### src/rtl/booth_pkg.sv
// -----------------------------------------------------------------------------
// booth_pkg
// Shared definitions for the sequential radix-2 Booth multiplier.
//   state_t     : 2-bit control state encoding (IDLE, ADD, SHIFT, DONE)
//   PAIR_*      : values of the examined bit pair {Q[0], Q(-1)}
//   is_nop_pair : true when the pair asks for neither add nor subtract
// -----------------------------------------------------------------------------
package booth_pkg;

   typedef enum logic [1:0] {
      IDLE  = 2'd0,
      ADD   = 2'd1,
      SHIFT = 2'd2,
      DONE  = 2'd3
   } state_t;

   // Booth recoding of {Q[0], Q(-1)}
   localparam logic [1:0] PAIR_NOP0 = 2'b00;
   localparam logic [1:0] PAIR_ADD  = 2'b01;
   localparam logic [1:0] PAIR_SUB  = 2'b10;
   localparam logic [1:0] PAIR_NOP1 = 2'b11;

   // A pair of equal bits sits inside a run of 0s or 1s: nothing to add.
   function automatic logic is_nop_pair(input logic [1:0] pair);
      return (pair == PAIR_NOP0) || (pair == PAIR_NOP1);
   endfunction

endpackage

### src/rtl/booth_mul_dp.sv
// -----------------------------------------------------------------------------
// booth_mul_dp
// Register/adder datapath of the Booth multiplier. Holds the accumulator A
// (W+1 bits), multiplier Q, the Q(-1) bit, multiplicand M and the iteration
// counter. Everything it does is commanded by one-hot-ish strobes from the
// controller; when several are high the priority is cl > load > add > sub >
// shift (the controller never raises more than one of load/add/sub/shift).
//
// Ports
//   clk, rst_b  : clock, asynchronous active-low reset
//   cl          : synchronous clear of every register
//   load        : capture x into M, y into Q; zero A, Q(-1), cnt
//   add / sub   : A <= A + M  /  A <= A - M  (M sign-extended to W+1 bits)
//   shift       : arithmetic right shift of {A,Q,Q(-1)}, cnt <= cnt + 1
//   x, y        : operands, two's complement
//   pair        : {Q[0], Q(-1)} for the controller's Booth decision
//   last        : cnt has reached W-1, i.e. the coming shift is the final one
//   result_sh   : {A,Q} as it will look after one more shift, low 2W bits;
//                 lets the controller register the product on the final shift
// -----------------------------------------------------------------------------
module booth_mul_dp
   import booth_pkg::*;
#(
   parameter int W     = 8,
   parameter int CNT_W = $clog2(W) + 1
) (
   input  logic             clk,
   input  logic             rst_b,
   input  logic             cl,
   input  logic             load,
   input  logic             add,
   input  logic             sub,
   input  logic             shift,
   input  logic [W-1:0]     x,
   input  logic [W-1:0]     y,
   output logic [1:0]       pair,
   output logic             last,
   output logic [2*W-1:0]   result_sh
);

   localparam logic [CNT_W-1:0] LAST_CNT = CNT_W'(W - 1);

   logic [W:0]       a;
   logic [W-1:0]     m;
   logic [W-1:0]     q;
   logic             q_m1;
   logic [CNT_W-1:0] cnt;
   logic [W:0]       m_ext;

   // A is one bit wider than M so that A - M with M = -2^(W-1) stays in range.
   assign m_ext = {m[W-1], m};

   always_ff @(posedge clk or negedge rst_b) begin
      if (!rst_b) begin
         a    <= '0;
         m    <= '0;
         q    <= '0;
         q_m1 <= 1'b0;
         cnt  <= '0;
      end else if (cl) begin
         a    <= '0;
         m    <= '0;
         q    <= '0;
         q_m1 <= 1'b0;
         cnt  <= '0;
      end else if (load) begin
         a    <= '0;
         m    <= x;
         q    <= y;
         q_m1 <= 1'b0;
         cnt  <= '0;
      end else if (add) begin
         a <= a + m_ext;
      end else if (sub) begin
         a <= a - m_ext;
      end else if (shift) begin
         a    <= {a[W], a[W:1]};
         q    <= {a[0], q[W-1:1]};
         q_m1 <= q[0];
         cnt  <= cnt + 1'b1;
      end
   end

   assign pair = {q[0], q_m1};
   assign last = (cnt == LAST_CNT);

   // After a shift, A[W-1:0] becomes old A[W:1] and Q becomes {A[0], Q[W-1:1]};
   // concatenated that is simply {A, Q[W-1:1]}.
   assign result_sh = {a, q[W-1:1]};

endmodule

### src/rtl/booth_mul_ctrl.sv
// -----------------------------------------------------------------------------
// booth_mul_ctrl
// Sequential radix-2 Booth signed multiplier: control FSM, done/busy flags and
// the product register, around the booth_mul_dp datapath.
//
// Handshake: start is sampled only in IDLE; the edge that sees start=1 in IDLE
// accepts x/y and the unit turns busy. Exactly one cycle with done=1 follows the
// final shift, with product valid from that cycle until the next completion,
// cl or reset. start is ignored while busy (including the DONE cycle).
//
// Ports
//   clk, rst_b  : clock, asynchronous active-low reset
//   start       : request a multiply (sampled in IDLE only)
//   cl          : synchronous clear/abort, beats start; no done pulse
//   x, y        : multiplicand and multiplier, signed W bits
//   product     : signed 2W-bit result register
//   busy        : high in ADD, SHIFT and DONE
//   done        : one-cycle completion pulse
//   state       : current FSM state, for observation
//
// Build option BOOTH_SKIP_EN: when defined, an ADD step whose pair is 00/11
// shifts in the same cycle instead of visiting SHIFT, giving a data-dependent
// latency of W..2W edges from acceptance to DONE. Results are unchanged.
// -----------------------------------------------------------------------------
module booth_mul_ctrl
   import booth_pkg::*;
#(
   parameter int W     = 8,
   parameter int CNT_W = $clog2(W) + 1
) (
   input  logic             clk,
   input  logic             rst_b,
   input  logic             start,
   input  logic             cl,
   input  logic [W-1:0]     x,
   input  logic [W-1:0]     y,
   output logic [2*W-1:0]   product,
   output logic             busy,
   output logic             done,
   output state_t           state
);

   logic [1:0]     pair;
   logic           last;
   logic [2*W-1:0] result_sh;

   logic load_en;
   logic add_en;
   logic sub_en;
   logic shift_en;
   logic skip;
   logic finish;

`ifdef BOOTH_SKIP_EN
   assign skip = is_nop_pair(pair);
`else
   assign skip = 1'b0;
`endif

   // Datapath strobes are decoded from the current state so they act on the
   // same edge as the state transition they belong to. cl masks them all.
   always_comb begin
      load_en  = 1'b0;
      add_en   = 1'b0;
      sub_en   = 1'b0;
      shift_en = 1'b0;
      if (!cl) begin
         case (state)
            IDLE:  load_en  = start;
            ADD: begin
               add_en   = (pair == PAIR_ADD);
               sub_en   = (pair == PAIR_SUB);
               shift_en = skip;
            end
            SHIFT: shift_en = 1'b1;
            default: ;
         endcase
      end
   end

   // The final shift is the one taken while cnt == W-1.
   assign finish = shift_en && last;

   booth_mul_dp #(
      .W     (W),
      .CNT_W (CNT_W)
   ) u_dp (
      .clk       (clk),
      .rst_b     (rst_b),
      .cl        (cl),
      .load      (load_en),
      .add       (add_en),
      .sub       (sub_en),
      .shift     (shift_en),
      .x         (x),
      .y         (y),
      .pair      (pair),
      .last      (last),
      .result_sh (result_sh)
   );

   always_ff @(posedge clk or negedge rst_b) begin
      if (!rst_b) begin
         state   <= IDLE;
         busy    <= 1'b0;
         done    <= 1'b0;
         product <= '0;
      end else if (cl) begin
         state   <= IDLE;
         busy    <= 1'b0;
         done    <= 1'b0;
         product <= '0;
      end else begin
         case (state)
            IDLE: begin
               done <= 1'b0;
               if (start) begin
                  state <= ADD;
                  busy  <= 1'b1;
               end
            end
            ADD: begin
               if (finish) begin
                  state   <= DONE;
                  done    <= 1'b1;
                  product <= result_sh;
               end else if (skip) begin
                  state <= ADD;
               end else begin
                  state <= SHIFT;
               end
            end
            SHIFT: begin
               if (finish) begin
                  state   <= DONE;
                  done    <= 1'b1;
                  product <= result_sh;
               end else begin
                  state <= ADD;
               end
            end
            DONE: begin
               state <= IDLE;
               busy  <= 1'b0;
               done  <= 1'b0;
            end
            default: begin
               state <= IDLE;
               busy  <= 1'b0;
               done  <= 1'b0;
            end
         endcase
      end
   end

endmodule

### config.mk
export PLATFORM = sky130hd
export DESIGN_NAME = booth_mul_ctrl
export DESIGN_NICKNAME = d
export VERILOG_FILES = /design/src/rtl/booth_pkg.sv /design/src/rtl/booth_mul_dp.sv /design/src/rtl/booth_mul_ctrl.sv
export SDC_FILE = /design/constraint.sdc
export NUM_CORES = 1
export LEC_CHECK = 0
export ABC_AREA = 1
export BUFFER_PORTS_ARGS = -buffer_cell sky130_fd_sc_hd__buf_4
export CAP_MARGIN = 20
export CORE_ASPECT_RATIO = 0.8
export CORE_MARGIN = 2
export CORE_UTILIZATION = 59
export DETAILED_ROUTE_END_ITERATION = 12
export PLACE_DENSITY = 0.91
export RECOVER_POWER = 25
export SLEW_MARGIN = 20
export SYNTH_ARGS = -nofsm -noshare
export SYNTH_HDL_FRONTEND = slang
export SYNTH_SLANG_ARGS = --single-unit
export TNS_END_PERCENT = 5
### constraint.sdc
create_clock -name clk -period 2.3 [get_ports clk]
set_input_delay 0.575 -clock clk [delete_from_list [all_inputs] [get_ports clk]]
set_output_delay 0.575 -clock clk [all_outputs]
set_load 0.02 [all_outputs]
==> results.ini <==
[status]
run_status = finished, final reports clean

[min_path]
min_path_cells = 3
hold_class = primary input to flop

[global_route]
grt_max_degree = 51
first_global_vias = 2777
antenna_found_initial = 0
grt_usage = 0.2736
grt_overflow_total = 0
grt_pass1_wl_mm = 13.28

[setup_path]
crit_arrival_ps = 2300
endpoint_kind = flop
path_max_fanout = 20
critPathKind = flop to flop
worst_ep_required_time_ps = 2510
r2r_cells = 12
cp-start-kind = flop

[drt]
ant_nets = 0
drc = 0
routed_wl_mm = 8.174
drt_pass1_iterations = 5
drt_iter0_markers = 266
drt-vias-per-instance = 5.697
dr_total_vias = 3048
wire_per_inst_um = 15.28

[timing]
post-route-min-period_ps = 2092
setup_tns_ps = 0
drv_slew = 0
fmax_mhz = 478.1
setup_viol = 0
period_share = 0.9094
rsz0062_at_grt = false
tightest_slew_ps = 1242
fin_hold_ws_ps = 501.8
worst_slack_ps = 208.3
hold_viol_final = 0
slew_headroom = 0.1721
clock_skew_ps = 13.10

[yosys]
postSynth.asyncResetShare = 1.000
ys_seq_area_frac = 0.3772
syn_area_um2 = 3317
synth-edff-count = 0
postSynth.topFlopCell = dfrtp_1
synth_nets = 466
synthDistinctLibCells = 36
synthCells = 423
synth_seq_cells = 50
synth_warnings = 0
syn_avg_cell_area_um2 = 7.841

[floorplan]
dieArea_um2 = 6242
die_h_um = 71.07
rows = 24
start_util = 0.6103
ios = 40
die_width_um = 87.83
coreArea_um2 = 5435

[placed_design]
port-buffer-count = 39
pre_cts_ws_ps = 284.4
gp_congestion = 0.9607
placed_cells = 527
dp_hpwl_mm = 5.913

[clock_network]
cts_resized = 0
cts_root_buf = clkbuf_8
worstSkewPairLatency_ps = 310
cts.clk_slew.worst_paths_ps = 100
cts.hold.buffers_added = 0
cts_setup_buffers = 0
cts_buffer_depth = 2
tritoncts = yes
cts_buffers = 5
clock_sinks = 50
htreeDepth = 2

[cells_and_area]
stdcell_count = 535
nets = 499
layout_commonest_cell = nand2_1
drive_above_1_share = 0.1926
layout_common_cells = nand2_1, inv_1, nand3_1
syn_to_final_growth_pct = 12.56
diodes = 0

[power]
combPwrFrac = 0.256
p_int_mw = 1.367
power.leakage_nw = 1.907
switching_share = 0.3397
power_density_nw_per_um2 = 554.3
p_seq_frac = 0.463
ir_drop_mv = 0.5118
switching_power_mw = 0.7031
power_mw = 2.070
clkPwrFrac = 0.280

[job]
cap_violations = 0

==> state kept, by name, summed over array words and instances (netlist names) <==
name,flops
busy,1
done,1
product,16
state,2
u_dp.a,9
u_dp.cnt,4
u_dp.m,8
u_dp.q,8
u_dp.q_m1,1
==> layout make-up <==
class                      count  area, um^2
inverter                      62       240.2
clock buffer                   7       96.34
clock inverter                 1       8.758
sequential                    50        1251
fill                         424        1702
multi-input combinational    295        1727
timing repair buffer          42       312.8
tap                           78       97.59
==> critical path, cell delays in order (launching register included) <==
cell	delay [ps]
dfrtp_1	450
inv_1	120
ha_1	220
nand2_1	90
inv_2	50
nor2_4	190
inv_2	210
nor2_4	230
nand2_2	120
nand2_1	110
nor2_1	60
nand2_1	70
nand2_1	50
==> per-layer routing <==
layer,share of wire,global-route usage
met2,0.46,0.4242
met3,0.092,0.05718
met4,0.025,0.08376
met5,0,0
met1,0.42,0.3872
==> final timing paths <==
check	end	slack, ps	from
worst max-delay path	u_dp.a[5]	210	state[0]
worst min-delay path	u_dp.m[0]	500	x[0]
worst max register to register	u_dp.a[5]	210	state[0]
worst min register to register	product[13]	510	product[13]
max in group asynchronous	u_dp.cnt[1]	1030	rst_b
min in group asynchronous	u_dp.m[5]	510	rst_b
==> synthesized netlist by cell type (4+ instances only) <==
master   count  share of area
nand2_1     96           0.11
o21ai_1     12          0.018
buf_1        4         0.0045
inv_1       56          0.063
buf_6        4          0.014
nand3_2     10          0.030
o21ai_2     11          0.029
ha_1        21          0.079
buf_2        6         0.0091
nor2_1      19          0.022
o21ai_0     24          0.036
xor2_1       4          0.011
a21oi_1     15          0.023
nand3_1     56          0.084
nand4_1      4         0.0075
inv_2        4         0.0045
dfrtp_1     50           0.38
==> power groups by stage <==
stage / combinational [mW] / clock (mW) / sequential [mW]
detailed placement: 0.514 / 0 / 0.976
global route: 0.584 / 0.623 / 0.965
CTS: 0.522 / 0.586 / 0.958
global placement: 0.495 / 0 / 0.972
finish: 0.530 / 0.580 / 0.959
floorplan: 0.360 / 0 / 0.978
==> cell families after synthesis <==
logic type               after synthesis  synth area share
AND/OR/NAND/NOR                      198            0.2939
buffers and inverters                 78            0.1022
AO/OA/AOI/OAI                         68            0.1196
flip-flops                            50            0.3772
adder cells (fa/ha/maj)               23           0.09129
XOR/XNOR                               6           0.01584
==> per-stage QoR <==
stage / instance area, um^2 / utilization
after floorplan: 3317 / -
after global placement: 3631 / 0.6680
after detailed placement: 3631 / 0.6680
after CTS: 3736 / 0.6874
after global routing: 3734 / 0.6869
final: 3734 / 0.6869
Note: power is estimated with default switching activity, not from simulation.
